[config.mk]
export PLATFORM = sky130hd
export DESIGN_NAME = sdram_avalon_arbiter_flat
export DESIGN_NICKNAME = d
export VERILOG_FILES = /design/src/rtl/sdram_arb_pkg.sv /design/src/rtl/sdram_avalon_arbiter_if.sv /design/src/rtl/arb_id_fifo.sv /design/src/rtl/sdram_avalon_arbiter.sv /design/src/flat_wrapper.sv
export SDC_FILE = /design/constraint.sdc
export NUM_CORES = 1
export LEC_CHECK = 0
export ABC_CLOCK_PERIOD_IN_PS = 2100
export BUFFER_PORTS_ARGS = -buffer_cell sky130_fd_sc_hd__buf_2
export CAP_MARGIN = 20
export CELL_PAD_IN_SITES_DETAIL_PLACEMENT = 1
export CELL_PAD_IN_SITES_GLOBAL_PLACEMENT = 2
export CORE_MARGIN = 3
export CORE_UTILIZATION = 16
export DETAILED_ROUTE_END_ITERATION = 12
export HOLD_SLACK_MARGIN = 0.08
export PLACE_DENSITY_LB_ADDON = 0.08
export SLEW_MARGIN = 5
export SYNTH_ARGS = -nofsm -noshare
export SYNTH_HDL_FRONTEND = slang
export SYNTH_SLANG_ARGS = --single-unit
export TNS_END_PERCENT = 1
[constraint.sdc]
create_clock -name clk_clk -period 2.1 [get_ports clk_clk]
set_input_delay 0.315 -clock clk_clk [delete_from_list [all_inputs] [get_ports clk_clk]]
set_output_delay 0.315 -clock clk_clk [all_outputs]
set_load 0.02 [all_outputs]
[src/rtl/sdram_arb_pkg.sv]
// rtl/sdram_arb_pkg.sv - shared types and sizing helpers for the SDRAM Avalon arbiter
package sdram_arb_pkg;

  localparam int ADDR_W_DEF = 25;
  localparam int DATA_W_DEF = 16;

  typedef enum logic {
    G0 = 1'b0,
    G1 = 1'b1
  } grant_t;

  // Width of an occupancy counter that must hold 0..depth inclusive
  function automatic int cnt_w(input int depth);
    return $clog2(depth) + 1;
  endfunction

endpackage

[src/rtl/sdram_avalon_arbiter_if.sv]
// rtl/sdram_avalon_arbiter_if.sv - Avalon-MM port bundle shared by masters and the SDRAM slave
interface sdram_avalon_arbiter_if
  import sdram_arb_pkg::*;
#(
  parameter int ADDR_W = ADDR_W_DEF,
  parameter int DATA_W = DATA_W_DEF
);

  logic [ADDR_W-1:0]   address;
  logic                read;
  logic                write;
  logic [DATA_W-1:0]   writedata;
  logic [DATA_W/8-1:0] byteenable;
  logic                waitrequest;
  logic [DATA_W-1:0]   readdata;
  logic                readdatavalid;

  modport master (
    output address, read, write, writedata, byteenable,
    input  waitrequest, readdata, readdatavalid
  );

  modport slave (
    input  address, read, write, writedata, byteenable,
    output waitrequest, readdata, readdatavalid
  );

endinterface

[src/rtl/arb_id_fifo.sv]
// rtl/arb_id_fifo.sv - 1-bit ID FIFO remembering which master owns each outstanding read
module arb_id_fifo
  import sdram_arb_pkg::*;
#(
  parameter int DEPTH = 8
) (
  input  logic                     clk,
  input  logic                     rst_n,
  input  logic                     push,
  input  logic                     pop,
  input  logic                     din,
  output logic                     dout,
  output logic                     full,
  output logic                     empty,
  output logic [cnt_w(DEPTH)-1:0]  count
);

  localparam int CW = cnt_w(DEPTH);
  localparam int PW = $clog2(DEPTH);

  logic [DEPTH-1:0] mem;
  logic [PW-1:0]    wr_ptr;
  logic [PW-1:0]    rd_ptr;
  logic             do_push;
  logic             do_pop;

  assign full    = (count == CW'(DEPTH));
  assign empty   = (count == '0);
  assign do_pop  = pop & ~empty;
  // A full FIFO still takes a push when the head leaves in the same cycle
  assign do_push = push & (~full | do_pop);
  assign dout    = mem[rd_ptr];

  // Pointers wrap naturally because DEPTH is a power of two
  always_ff @(posedge clk or negedge rst_n) begin
    if (!rst_n) begin
      wr_ptr <= '0;
      rd_ptr <= '0;
      count  <= '0;
    end else begin
      if (do_push) wr_ptr <= wr_ptr + PW'(1);
      if (do_pop)  rd_ptr <= rd_ptr + PW'(1);
      count <= count + CW'(do_push) - CW'(do_pop);
    end
  end

  // Storage needs no reset: entries are only read after being written
  always_ff @(posedge clk) begin
    if (do_push) mem[wr_ptr] <= din;
  end

endmodule

[src/rtl/sdram_avalon_arbiter.sv]
// rtl/sdram_avalon_arbiter.sv - two-master round-robin arbiter in front of the SDRAM controller
module sdram_avalon_arbiter
  import sdram_arb_pkg::*;
#(
  parameter int ADDR_W      = ADDR_W_DEF,
  parameter int DATA_W      = DATA_W_DEF,
  parameter int MAX_PENDING = 8
) (
  input  logic                          clk_clk,
  input  logic                          reset_reset_n,
  sdram_avalon_arbiter_if.slave         m0,
  sdram_avalon_arbiter_if.slave         m1,
  sdram_avalon_arbiter_if.master        s,
  output logic [cnt_w(MAX_PENDING)-1:0] pending_cnt,
  output logic                          err_orphan
);

  localparam int CW = cnt_w(MAX_PENDING);

  grant_t              grant;
  grant_t              grant_nxt;
  logic                req0;
  logic                req1;
  logic                gnt_rd;
  logic                gnt_wr;
  logic [ADDR_W-1:0]   gnt_addr;
  logic [DATA_W-1:0]   gnt_wdata;
  logic [DATA_W/8-1:0] gnt_be;
  logic                read_blocked;
  logic                cmd_rd;
  logic                cmd_wr;
  logic                accept;
  logic                rdv_ok;
  logic                fifo_full;
  logic                fifo_empty;
  logic                fifo_head;
  logic [CW-1:0]       fifo_count;

  assign req0 = m0.read | m0.write;
  assign req1 = m1.read | m1.write;

  // Command mux: the granted master's fields go straight to the controller
  always_comb begin
    if (grant == G1) begin
      gnt_rd    = m1.read;
      gnt_wr    = m1.write;
      gnt_addr  = m1.address;
      gnt_wdata = m1.writedata;
      gnt_be    = m1.byteenable;
    end else begin
      gnt_rd    = m0.read;
      gnt_wr    = m0.write;
      gnt_addr  = m0.address;
      gnt_wdata = m0.writedata;
      gnt_be    = m0.byteenable;
    end
  end

  // Reads stall only while every ID slot is taken; writes never need one
  assign read_blocked = gnt_rd & fifo_full;
  assign cmd_rd       = reset_reset_n & gnt_rd & ~fifo_full;
  assign cmd_wr       = reset_reset_n & gnt_wr;
  assign accept       = (cmd_rd | cmd_wr) & ~s.waitrequest;
  assign rdv_ok       = reset_reset_n & s.readdatavalid & ~fifo_empty;

  // Next grant: hand over only on an accepted command or when the holder is idle
  always_comb begin
    grant_nxt = grant;
    if (grant == G0) begin
      if (req1 && (accept || !req0)) grant_nxt = G1;
    end else begin
      if (req0 && (accept || !req1)) grant_nxt = G0;
    end
  end

  // Grant register, parked on the last winner
  always_ff @(posedge clk_clk or negedge reset_reset_n) begin
    if (!reset_reset_n) grant <= G0;
    else                grant <= grant_nxt;
  end

  // Slave command, per-master stalls and read-return routing
  always_comb begin
    s.address        = gnt_addr;
    s.writedata      = gnt_wdata;
    s.byteenable     = gnt_be;
    s.read           = cmd_rd;
    s.write          = cmd_wr;
    m0.waitrequest   = 1'b1;
    m1.waitrequest   = 1'b1;
    if (reset_reset_n) begin
      if (grant == G0) m0.waitrequest = s.waitrequest | read_blocked;
      else             m1.waitrequest = s.waitrequest | read_blocked;
    end
    m0.readdata      = s.readdata;
    m1.readdata      = s.readdata;
    m0.readdatavalid = rdv_ok & ~fifo_head;
    m1.readdatavalid = rdv_ok & fifo_head;
  end

  arb_id_fifo #(
    .DEPTH (MAX_PENDING)
  ) u_id_fifo (
    .clk   (clk_clk),
    .rst_n (reset_reset_n),
    .push  (accept & cmd_rd),
    .pop   (s.readdatavalid),
    .din   (grant == G1),
    .dout  (fifo_head),
    .full  (fifo_full),
    .empty (fifo_empty),
    .count (fifo_count)
  );

  assign pending_cnt = fifo_count;

  // Sticky orphan flag: return data with no matching outstanding read
  always_ff @(posedge clk_clk or negedge reset_reset_n) begin
    if (!reset_reset_n)                          err_orphan <= 1'b0;
    else if (s.readdatavalid && fifo_empty)      err_orphan <= 1'b1;
  end

endmodule

[src/flat_wrapper.sv]
// flat-port wrapper written by rule: the top's interface ports become plain ports
module sdram_avalon_arbiter_flat import sdram_arb_pkg::*;
#(
  parameter int ADDR_W      = ADDR_W_DEF,
  parameter int DATA_W      = DATA_W_DEF,
  parameter int MAX_PENDING = 8
)
  (clk_clk, reset_reset_n, pending_cnt, err_orphan, m0_address, m0_read, m0_write, m0_writedata, m0_byteenable, m0_waitrequest, m0_readdata, m0_readdatavalid, m1_address, m1_read, m1_write, m1_writedata, m1_byteenable, m1_waitrequest, m1_readdata, m1_readdatavalid, s_address, s_read, s_write, s_writedata, s_byteenable, s_waitrequest, s_readdata, s_readdatavalid);
  sdram_avalon_arbiter_if #(.ADDR_W(ADDR_W), .DATA_W(DATA_W)) m0_i ();
  sdram_avalon_arbiter_if #(.ADDR_W(ADDR_W), .DATA_W(DATA_W)) m1_i ();
  sdram_avalon_arbiter_if #(.ADDR_W(ADDR_W), .DATA_W(DATA_W)) s_i ();
  input  logic clk_clk;
  input  logic reset_reset_n;
  output logic [cnt_w(MAX_PENDING)-1:0] pending_cnt;
  output logic err_orphan;
  input wire logic [$bits(m0_i.address)-1:0] m0_address;
  input wire logic [$bits(m0_i.read)-1:0] m0_read;
  input wire logic [$bits(m0_i.write)-1:0] m0_write;
  input wire logic [$bits(m0_i.writedata)-1:0] m0_writedata;
  input wire logic [$bits(m0_i.byteenable)-1:0] m0_byteenable;
  output wire logic [$bits(m0_i.waitrequest)-1:0] m0_waitrequest;
  output wire logic [$bits(m0_i.readdata)-1:0] m0_readdata;
  output wire logic [$bits(m0_i.readdatavalid)-1:0] m0_readdatavalid;
  input wire logic [$bits(m1_i.address)-1:0] m1_address;
  input wire logic [$bits(m1_i.read)-1:0] m1_read;
  input wire logic [$bits(m1_i.write)-1:0] m1_write;
  input wire logic [$bits(m1_i.writedata)-1:0] m1_writedata;
  input wire logic [$bits(m1_i.byteenable)-1:0] m1_byteenable;
  output wire logic [$bits(m1_i.waitrequest)-1:0] m1_waitrequest;
  output wire logic [$bits(m1_i.readdata)-1:0] m1_readdata;
  output wire logic [$bits(m1_i.readdatavalid)-1:0] m1_readdatavalid;
  output wire logic [$bits(s_i.address)-1:0] s_address;
  output wire logic [$bits(s_i.read)-1:0] s_read;
  output wire logic [$bits(s_i.write)-1:0] s_write;
  output wire logic [$bits(s_i.writedata)-1:0] s_writedata;
  output wire logic [$bits(s_i.byteenable)-1:0] s_byteenable;
  input wire logic [$bits(s_i.waitrequest)-1:0] s_waitrequest;
  input wire logic [$bits(s_i.readdata)-1:0] s_readdata;
  input wire logic [$bits(s_i.readdatavalid)-1:0] s_readdatavalid;
  assign m0_i.address = m0_address;
  assign m0_i.read = m0_read;
  assign m0_i.write = m0_write;
  assign m0_i.writedata = m0_writedata;
  assign m0_i.byteenable = m0_byteenable;
  assign m0_waitrequest = m0_i.waitrequest;
  assign m0_readdata = m0_i.readdata;
  assign m0_readdatavalid = m0_i.readdatavalid;
  assign m1_i.address = m1_address;
  assign m1_i.read = m1_read;
  assign m1_i.write = m1_write;
  assign m1_i.writedata = m1_writedata;
  assign m1_i.byteenable = m1_byteenable;
  assign m1_waitrequest = m1_i.waitrequest;
  assign m1_readdata = m1_i.readdata;
  assign m1_readdatavalid = m1_i.readdatavalid;
  assign s_address = s_i.address;
  assign s_read = s_i.read;
  assign s_write = s_i.write;
  assign s_writedata = s_i.writedata;
  assign s_byteenable = s_i.byteenable;
  assign s_i.waitrequest = s_waitrequest;
  assign s_i.readdata = s_readdata;
  assign s_i.readdatavalid = s_readdatavalid;
  sdram_avalon_arbiter #(.ADDR_W(ADDR_W), .DATA_W(DATA_W), .MAX_PENDING(MAX_PENDING)) u_core (.clk_clk(clk_clk), .reset_reset_n(reset_reset_n), .m0(m0_i), .m1(m1_i), .s(s_i), .pending_cnt(pending_cnt), .err_orphan(err_orphan));
endmodule
* Yosys cells after proc, flatten, opt, wreduce, memory -nomap -nowiden
Index checks and enable logic that the tools add are counted.
Storage, ports and cells: flip-flop bits (word level) 20, output and inout port bits 86, logic and storage cells 61
Operators by class: $add $sub $neg 4, order comparisons 3, equality and inequality tests 1, multiplexer cells 17, bitwise operators 21, reductions and logical operators 9
Operators by type and width (number):
- two-way mux 25 bit | 1
- two-way mux 16 bit | 1
- AND 1 bit | 12
- two-way mux 1 bit | 11
- bitwise mux 8 bit | 1
- < comparator 3 x 4 -> 1 bit, second input constant | 2
- adder 3 x 1 -> 3 bit, second input constant | 2
- OR 1 bit | 5
- adder 4 x 1 -> 4 bit | 1
- equality test 4 bit, second input constant | 1
- logical AND 1 bit | 4
- zero test 4 bit | 1
- NOT 1 bit | 4
- subtractor 4 x 1 -> 4 bit | 1
- binary-select mux 1 bit (select 3 bit) | 1
- demux 1 bit (select 3 bit) | 1
- greater-or-equal comparator 3 x 1 -> 1 bit, second input constant | 1
- zero test 1 bit | 2
- logical OR 1 bit | 2
- two-way mux 2 bit | 1

* Logic depth before layout (Yosys ltp)
Gate-level depths: netlist of the first run.
depth in word-level cells 9, gate-level depth with buffers 11, gate-level depth less buffers 10

* Cells and area by module
From an unflattened synthesis of the first run, not the netlist that was laid out.
Second synthesis, totals: cell total of the unflattened synthesis 174, area total of the unflattened synthesis 1903.1 µm²
Modules (own cells, without submodules):
- sdram_avalon_arbiter | instances 1, cells an instance 102, area each 965.9 µm², sequential area each 50.0 µm²
- arb_id_fifo | instances 1, cells an instance 72, area each 937.1 µm², sequential area each 490.5 µm²

* Worst setup path before layout of the first run
Ideal clock, no wire load.
path kind flip-flop to flip-flop, from reg u_core.u_id_fifo.count[2], to reg u_core.u_id_fifo.count[2], setup time 123 ps, arrival time 2271 ps, required time 1977 ps, slack -294 ps, stages on the path, launching flop included 12, buffers on the path 1, period minus slack after synthesis 2394 ps, cells stage by stage dfrtp_1 inv_1 ha_1 or3b_1 clkbuf_2 nand3_2 ha_1 inv_1 ha_1 inv_1 fa_1 xnor2_1
On the way: word-level cells in the longest chain between the ends 9, elaborated cells between the ends (all ways) 13, classes of those cells add/sub: 2; eq/ne: 1; bitwise: 9; reduce/logical: 1
Ends and longest elaborated chain:
- start, declared | line arb_id_fifo.sv:15 | output logic [cnt_w(DEPTH)-1:0] count
- start signal, assigned | line arb_id_fifo.sv:43 | count <= count + CW'(do_push) - CW'(do_pop);
- equality test 4 bit | line arb_id_fifo.sv:27 | assign full = (count == CW'(DEPTH));
- NOT 1 bit | line arb_id_fifo.sv:31, sdram_avalon_arbiter.sv:61
- AND 1 bit | line sdram_avalon_arbiter.sv:61 | assign cmd_rd = reset_reset_n & gnt_rd & ~fifo_full;
- OR 1 bit | line sdram_avalon_arbiter.sv:63 | assign accept = (cmd_rd | cmd_wr) & ~s.waitrequest;
- AND 1 bit | line sdram_avalon_arbiter.sv:63
- AND 1 bit | line sdram_avalon_arbiter.sv:106 | .push (accept & cmd_rd),
- AND 1 bit | line arb_id_fifo.sv:31 | assign do_push = push & (~full | do_pop);
- adder 4 x 1 -> 4 bit | line arb_id_fifo.sv:43
- subtractor 4 x 1 -> 4 bit (*) | line arb_id_fifo.sv:43
Every way passes the cells marked *; elsewhere a longest branch is shown, timed or not. A chain may end at the register's enable or synchronous reset.

* Worst setup path in the final report of the first run
from reg u_core.u_id_fifo.count[2], to reg u_core.u_id_fifo.count[1]
On the way: elaborated cells between the ends (all ways) 13, classes of those cells add/sub: 2; eq/ne: 1; bitwise: 9; reduce/logical: 1
RTL lines:
- zero test 4 bit (*) | line arb_id_fifo.sv:28 | assign empty = (count == '0);
- NOT 1 bit (*) | line arb_id_fifo.sv:29 | assign do_pop = pop & ~empty;
- AND 1 bit (*) | line arb_id_fifo.sv:29
- via u_core.u_id_fifo.do_pop | line arb_id_fifo.sv:25 | logic do_pop;
- OR 1 bit | line arb_id_fifo.sv:31
- AND 1 bit | line arb_id_fifo.sv:31
- adder 4 x 1 -> 4 bit | line arb_id_fifo.sv:43
- subtractor 4 x 1 -> 4 bit (*) | line arb_id_fifo.sv:43
The timed path passes the listed nets; every way through them passes the cells marked *.

==> run summary, run 1 <==
POWER
---------------------------------------------------------------------------------
Maximum VDD drop                                                         0.311 mV
Cell area power density                                               1010 nW/µm²
Leakage power of the design                                               1.32 nW

CLOCKING
---------------------------------------------------------------------------------
Clock latency of the later-clocked register in the worst-skew pair        0.25 ns
Reg clk slew, reported paths                                              0.06 ns
Clock buffers created by TritonCTS                                              3
Deepest clock path buffer count                                                 2
H-tree levels                                                                   1
CTS tree                                                                      yes
Clock Sink Count                                                               20
Cell at the root of the clock tree                                      clkbuf_16

ROUTING
---------------------------------------------------------------------------------
Count of unresolved DRC violations after routing                                0
Number of vias per cell after detailed routing                               4.05
Remaining antenna violation count after routing                                 0
First drt pass iteration count                                                  3
Drt wl/cell                                                               15.7 µm
Wire length after detailed routing                                        6910 µm
DR iter-0 viols                                                                25
Vias after detailed routing                                                  1784

CRITICAL PATH
---------------------------------------------------------------------------------
CP Capture Type                                                          register
Reg2Reg Launch Point                                                 u_core.u_id_fifo.count[2]
Element type at the critical path start                                  register
Critical path type                                                   register to register
Required @ worst endpoint                                                 2.25 ns
Arrival time at the worst endpoint                                        2.34 ns
Critical path origin                                                 u_core.u_id_fifo.count[2]
Peak fanout along the critical path                                             3

FINISH
---------------------------------------------------------------------------------
Net count, final                                                              421
Final core occ                                                              0.253
Layout Area Growth over Synthesis                                           51.8%
Leading cell types in the layout, fill and taps excluded             buf_2 (147), mux2_2 (46), buf_4 (15)
Most common cell after layout, fill and taps aside                          buf_2
Diodes inserted                                                                 0
Share of cells above drive strength 1                                       0.771
Layout filler cell count                                                     1324

GRT
---------------------------------------------------------------------------------
Vias in the first global route                                               2058
Wire length of the first global-routing pass                             10700 µm
Largest net degree at the start of global routing                              58
Global router's overall resource usage                                      0.106
Overflow left after global routing                                              0
Antenna violations before repair                                                0

TIMING
---------------------------------------------------------------------------------
Endpoints failing hold                                                          0
Post-Route Setup TNS                                                    -0.136 ns
Worst setup margin                                                     -0.0943 ns
Min Tclk post-route                                                       2.19 ns
Final Max Tran Viols                                                            0
Fin Clk Skew                                                           0.00131 ns
Worst slew slack as a fraction of its limit                                 0.569
Post-route clock period utilization                                          1.04
Highest Clock Rate                                                        456 MHz
Slew @ Worst Pin                                                         0.645 ns
RSZ-0062 raised after global routing                                          yes
Final number of setup-violating endpoints                                       5

PLACED DESIGN
---------------------------------------------------------------------------------
Final estimated routing congestion in global placement                      0.706
Buffers added on ports                                                        147
HPWL after detailed placement                                             5880 µm

SYNTHESIS
---------------------------------------------------------------------------------
Per-instance average area after synthesis                                10.8 µm²
Yosys warning count                                                             0
Primary FF master, synth                                                  dfrtp_1
Nets in the synthesized netlist                                               290
Register area share after synthesis                                         0.293
Fraction of registers with async set/reset                                  0.600
Number of storage elements in the synthesis netlist                            20
Netlist area before placement                                            1840 µm²
Number of distinct library cells after synthesis                               35
Number of enable-type register cells in the synthesized netlist                 8
Synthesized netlist cell count                                                171

STATUS
---------------------------------------------------------------------------------
Run status                                                           finished with violations
Failing checks                                                       negative setup slack

DIE
---------------------------------------------------------------------------------
Area of the core                                                        11000 µm²
Effective utilization at floorplan                                          0.167
Num rows                                                                       38
Die extent in x                                                            113 µm
Vert. Die Dim                                                              113 µm
Area of the die                                                         12800 µm²
Io pins                                                                       196

JOB
---------------------------------------------------------------------------------
Number of max-cap violations                                                    0

HOLD PATH
---------------------------------------------------------------------------------
Min-delay src                                                        s_readdatavalid
Hold WC Path Type                                                    input port to register

[final cells by class]
type / count / area, µm² / area share
Clock inverter: 1 / 30.0 / 0.0107
Multi-Input combinational cell: 105 / 1070 / 0.382
Inverter: 8 / 35.0 / 0.0125
Timing Repair Buffer: 164 / 870 / 0.311
Clock buffer: 3 / 75.1 / 0.0269
Tap cell: 140 / 175 / 0.0627
Sequential cell: 20 / 543 / 0.194
[per-stage QoR]
step | setup WS (ns) | hold WS [ns] | power (mW) | cells | cell area [µm²]
floorplan | -0.232 | 0.0194 | 1.78 | 171 | 1890
global placement | -0.123 | 0.343 | 2.24 | 431 | 2610
detailed placement | -0.146 | 0.337 | 2.23 | 431 | 2610
CTS | -0.117 | 0.349 | 2.87 | 440 | 2790
global route | -0.175 | 0.369 | 3.09 | 441 | 2800
finish | -0.0943 | 0.351 | 2.83 | 441 | 2800
[layer usage]
layer	part of all wire	vias to the layer above	routed length (µm)	GRT usage
met5	0	-	0	0
met4	0.014	0	96	0.0313
met3	0.12	10	852	0.0471
met2	0.52	107	3590	0.197
met1	0.34	832	2370	0.106
li1	-	835	-	-
[where the power goes]
part / total (mW) / switching, mW / leakage, nW / internal [mW]
Combinational: 1.62 / 0.817 / 1.06 / 0.799
Sequential: 0.693 / 0.145 / 0.209 / 0.548
Clock: 0.520 / 0.143 / 0.0511 / 0.378
Total: 2.83 / 1.10 / 1.32 / 1.72
[critical path: stages, from the launching register on]
cell and delay, ns:
dfrtp_2 0.42, inv_4 0.08, ha_4 0.11, or3b_4 0.37, and2_4 0.16, ha_4 0.22
inv_4 0.05, ha_4 0.12, inv_2 0.03, fa_2 0.50, inv_1 0.03
[path summary, 6_finish.rpt]
| path | to | slack (ns) | cells past startpoint |
|---|---|---|---|
| worst max-delay path | u_core.u_id_fifo.count[1] | -0.09 | 10 |
| worst min-delay path | u_core.err_orphan | 0.35 | 3 |
| worst max register to register | u_core.u_id_fifo.count[1] | -0.09 | 10 |
| worst min register to register | u_core.err_orphan | 0.48 | 1 |
| max in group asynchronous | u_core.u_id_fifo.count[2] | 0.81 | 3 |
| min in group asynchronous | u_core.u_id_fifo.rd_ptr[2] | 0.83 | 3 |
[Yosys cell counts, drive strengths merged (2+ instances only)]
cell type  count  area share
nand2b         3       0.010
mux2          46        0.28
nand4          2      0.0068
a21oi          2      0.0054
nor2           5       0.010
edfxtp         8        0.13
xor2           2      0.0095
nor2b          3       0.010
nand3          4       0.014
buf           37        0.14
nor3           5       0.014
or3            2      0.0068
or3b           2       0.011
nand2          2      0.0041
ha             8       0.054
mux4           2       0.024
mux2i          2       0.011
xnor2          4       0.019
inv            8       0.016
dfrtp         12        0.16
[registers in the layout, summed over array words and instances (netlist names)]
signal,cells
u_core.u_id_fifo.mem,8
u_core.u_id_fifo.count,4
u_core.u_id_fifo.rd_ptr,3
u_core.u_id_fifo.wr_ptr,3
u_core.err_orphan,1
u_core.grant,1
[kinds of logic after synthesis]
| family | share of synthesized area |
|---|---|
| mux | 0.317 |
| buf+inv | 0.163 |
| simple gates | 0.103 |
| flops | 0.293 |
| fa+ha+maj | 0.0652 |
| compound gates | 0.0306 |
| xor+xnor | 0.0285 |
[what timing repair did]
| item | in CTS | in global routing |
|---|---|---|
| endpoints found under the hold margin | 12 | 0 |
| buffers inserted | 4 | 1 |
| resized for setup | 8 | 1 |
| pin swaps | 7 | 1 |
| setup endpoints to repair | 13 | 6 |
| hold buffers | 1 | 0 |
Note: power is estimated with default switching activity, not from simulation.
==> inputs of run 2 (changes only) <==
--- a/config.mk
+++ b/config.mk
@@ -15,6 +15,7 @@
 export DETAILED_ROUTE_END_ITERATION = 12
 export HOLD_SLACK_MARGIN = 0.08
 export PLACE_DENSITY_LB_ADDON = 0.08
+export RECOVER_POWER = 100
 export SLEW_MARGIN = 5
 export SYNTH_ARGS = -nofsm -noshare
 export SYNTH_HDL_FRONTEND = slang
==> constraint.sdc (replaced) <==
create_clock -name clk_clk -period 2.1 [get_ports clk_clk]
set_input_delay 0.315 -clock clk_clk [delete_from_list [all_inputs] [get_ports clk_clk]]
set_output_delay 0.315 -clock clk_clk [all_outputs]
set_load 0.05 [all_outputs]
==> run summary, run 2 (synthesis gave the netlist of run 1 again) <==
ROUTING
--------------------------------------------------------------------------------------
DR iter-0 viols                                                                     56   was 25
Remaining antenna violation count after routing                                      0   unchanged
Wire length after detailed routing                                             6680 µm   was 6910 µm
Vias after detailed routing                                                       1768   was 1784
Count of unresolved DRC violations after routing                                     0   unchanged
First drt pass iteration count                                                       2   was 3
Drt wl/cell                                                                    15.2 µm   was 15.7 µm
Number of vias per cell after detailed routing                                    4.01   was 4.05

PLACED DESIGN
--------------------------------------------------------------------------------------
HPWL after detailed placement                                                  5670 µm   was 5880 µm
Post-Place Cells                                                                   434   was 431
Buffers added on ports                                                             147   unchanged
Worst slack at placement                                                     -0.229 ns   was -0.146 ns
Final estimated routing congestion in global placement                           0.703   was 0.706
Placement Cell Area                                                           2600 µm²   was 2610 µm²

GRT
--------------------------------------------------------------------------------------
Overflow left after global routing                                                   0   unchanged
Antenna violations before repair                                                     0   unchanged
Wire length of the first global-routing pass                                  10500 µm   was 10700 µm
Largest net degree at the start of global routing                                   58   unchanged
Global router's overall resource usage                                           0.102   was 0.106
Vias in the first global route                                                    2003   was 2058

FINISH
--------------------------------------------------------------------------------------
Register with the most flip-flops                                         u_core.u_id_fifo.mem   unchanged
Share of cells above drive strength 1                                            0.754   was 0.771
Layout Area Growth over Synthesis                                                50.7%   was 51.8%
Biggest regs                                                              u_core.u_id_fifo.mem x8, u_core.u_id_fifo.count x4   unchanged
Most common cell after layout, fill and taps aside                               buf_2   unchanged
Net count, final                                                                   421   unchanged
Leading cell types in the layout, fill and taps excluded                  buf_2 (140), mux2_2 (46), buf_4 (12)   was buf_2 (147), mux2_2 (46), buf_4 (15)
Final standard cell count with taps included and fillers excluded                  441   unchanged
Post-route cell area                                                          2780 µm²   was 2800 µm²
Layout filler cell count                                                          1326   was 1324
Sequential Area                                                                546 µm²   was 543 µm²
Largest register FFs                                                                 8   unchanged
Diodes inserted                                                                      0   unchanged
Multi-input gate area in the final layout                                     1070 µm²   about the same

TIMING
--------------------------------------------------------------------------------------
RSZ-0062 raised after global routing                                               yes   unchanged
Worst setup margin                                                           -0.140 ns   was -0.0943 ns
Endpoints failing hold                                                               0   unchanged
Slew @ Worst Pin                                                              0.629 ns   was 0.645 ns
Fin Clk Skew                                                                0.00616 ns   was 0.00131 ns
Hold Slack                                                                    0.356 ns   was 0.351 ns
Final number of setup-violating endpoints                                            4   was 5
Min Tclk post-route                                                            2.24 ns   was 2.19 ns
Worst slew slack as a fraction of its limit                                      0.582   was 0.569
Post-route clock period utilization                                               1.07   was 1.04
Final Max Tran Viols                                                                 0   unchanged
Highest Clock Rate                                                             447 MHz   was 456 MHz

CRITICAL PATH
--------------------------------------------------------------------------------------
Depth of the worst register-to-register path                                        10   unchanged
Critical path type                                                        register to register   unchanged
Required @ worst endpoint                                                      2.24 ns   was 2.25 ns
CP Capture Type                                                               register   unchanged
Library cell contributing the largest single delay on the critical path           fa_2   unchanged
Arrival time at the worst endpoint                                             2.38 ns   was 2.34 ns
Critical path origin                                                      u_core.u_id_fifo.count[3]   was u_core.u_id_fifo.count[2]
Element type at the critical path start                                       register   unchanged
List of cells traversed by the critical path                              inv_2, ha_4, or3b_4, and2_4, ha_4, inv_4, ha_4, inv_2, fa_2, inv_2   was inv_4, ha_4, or3b_4, and2_4, ha_4, inv_4, ha_4, inv_2, fa_2, inv_1
Peak per-stage delay on the critical path                                      0.52 ns   was 0.50 ns
Peak fanout along the critical path                                                  3   unchanged
Reg2Reg Launch Point                                                      u_core.u_id_fifo.count[3]   was u_core.u_id_fifo.count[2]

CLOCKING
--------------------------------------------------------------------------------------
Clock latency of the later-clocked register in the worst-skew pair             0.25 ns   about the same
CTS tree                                                                           yes   unchanged
Clock buffers created by TritonCTS                                                   3   unchanged
H-tree levels                                                                        1   unchanged
Reg clk slew, reported paths                                                   0.05 ns   was 0.06 ns
Cell at the root of the clock tree                                           clkbuf_16   unchanged
Deepest clock path buffer count                                                      2   unchanged
Clock Sink Count                                                                    20   unchanged

JOB
--------------------------------------------------------------------------------------
Number of max-cap violations                                                         0   unchanged

POWER
--------------------------------------------------------------------------------------
Leakage power of the design                                                    1.28 nW   was 1.32 nW
Overall power of the completed layout                                          3.20 mW   was 2.83 mW
Maximum VDD drop                                                              0.450 mV   was 0.311 mV
Cell area power density                                                    1150 nW/µm²   was 1010 nW/µm²

HOLD PATH
--------------------------------------------------------------------------------------
Min-Delay Path Depth                                                                 3   unchanged
Min-delay src                                                             s_readdatavalid   unchanged
Hold WC Path Type                                                         input port to register   unchanged

STATUS
--------------------------------------------------------------------------------------
Run status                                                                finished with violations   unchanged
Failing checks                                                            negative setup slack   unchanged

DIE
--------------------------------------------------------------------------------------
Num rows                                                                            38   unchanged
Area of the die                                                              12800 µm²   unchanged
Die extent in x                                                                 113 µm   unchanged
Vert. Die Dim                                                                   113 µm   unchanged
Io pins                                                                            196   unchanged
Area of the core                                                             11000 µm²   unchanged
Effective utilization at floorplan                                               0.167   unchanged

==> run 2: cell count changes in the layout (fill, tap and decap cells not counted), sizes merged <==
cell,previous run,this run
clkinv,0,1
clkbuf,3,10
dlygate4sd3,1,2
bufinv,1,0
buf,163,155
==> run 2: area by class of cell <==
| class | count | area share |
|---|---|---|
| clock inverter | 1 | 0.00135 |
| multi-input combinational | 105 | 0.386 |
| clock buffer | 3 | 0.0270 |
| inverter | 8 | 0.0126 |
| timing repair buffer | 164 | 0.314 |
| tap | 140 | 0.0631 |
| sequential | 20 | 0.196 |
==> run 2: through the flow <==
step / utilization / setup TNS (ns)
after floorplan: - / -0.953
after global placement: 0.236 / -0.502
after detailed placement: 0.236 / -0.577
after CTS: 0.252 / -0.271
after global routing: 0.252 / -0.801
final: 0.252 / -0.266
==> run 2: worst max-delay path, delay by kind of cell (launching register included) <==
family,cells,cell delay [ns]
flops,1,0.43
fa+ha+maj,4,0.98
buf+inv,4,0.20
simple gates,2,0.53
==> run 2: report_power, final <==
| group | internal, mW | switching, mW | leakage, nW |
|---|---|---|---|
| clock network | 0.253 | 0.134 | 0.0385 |
| registers | 0.552 | 0.155 | 0.207 |
| logic | 0.801 | 1.30 | 1.04 |
==> run 2: final timing paths <==
path | endpoint | slack [ns]
min | u_core.err_orphan | 0.36
min reg2reg | u_core.err_orphan | 0.49
max | u_core.u_id_fifo.count[1] | -0.14
max in group asynchronous | u_core.u_id_fifo.count[3] | 0.37
min in group asynchronous | u_core.grant | 0.55
max reg2reg | u_core.u_id_fifo.count[1] | -0.14
==> run 2: metal layers <==
metal	routed length [µm]	up-vias	global-route usage
li1	-	835	-
met1	2500	817	0.118
met2	3500	105	0.184
met3	616	11	0.0348
met4	68	0	0.0208
met5	0	-	0
==> run 2: repair_timing <==
| action | CTS | global route |
|---|---|---|
| resized for setup | 19 | 5 |
| setup buffers | 1 | 0 |
| hold endpoints to repair | 11 | 0 |
| setup endpoints to repair | 49 | 8 |
| hold buffers | 2 | 0 |
| pin swaps | 6 | 1 |
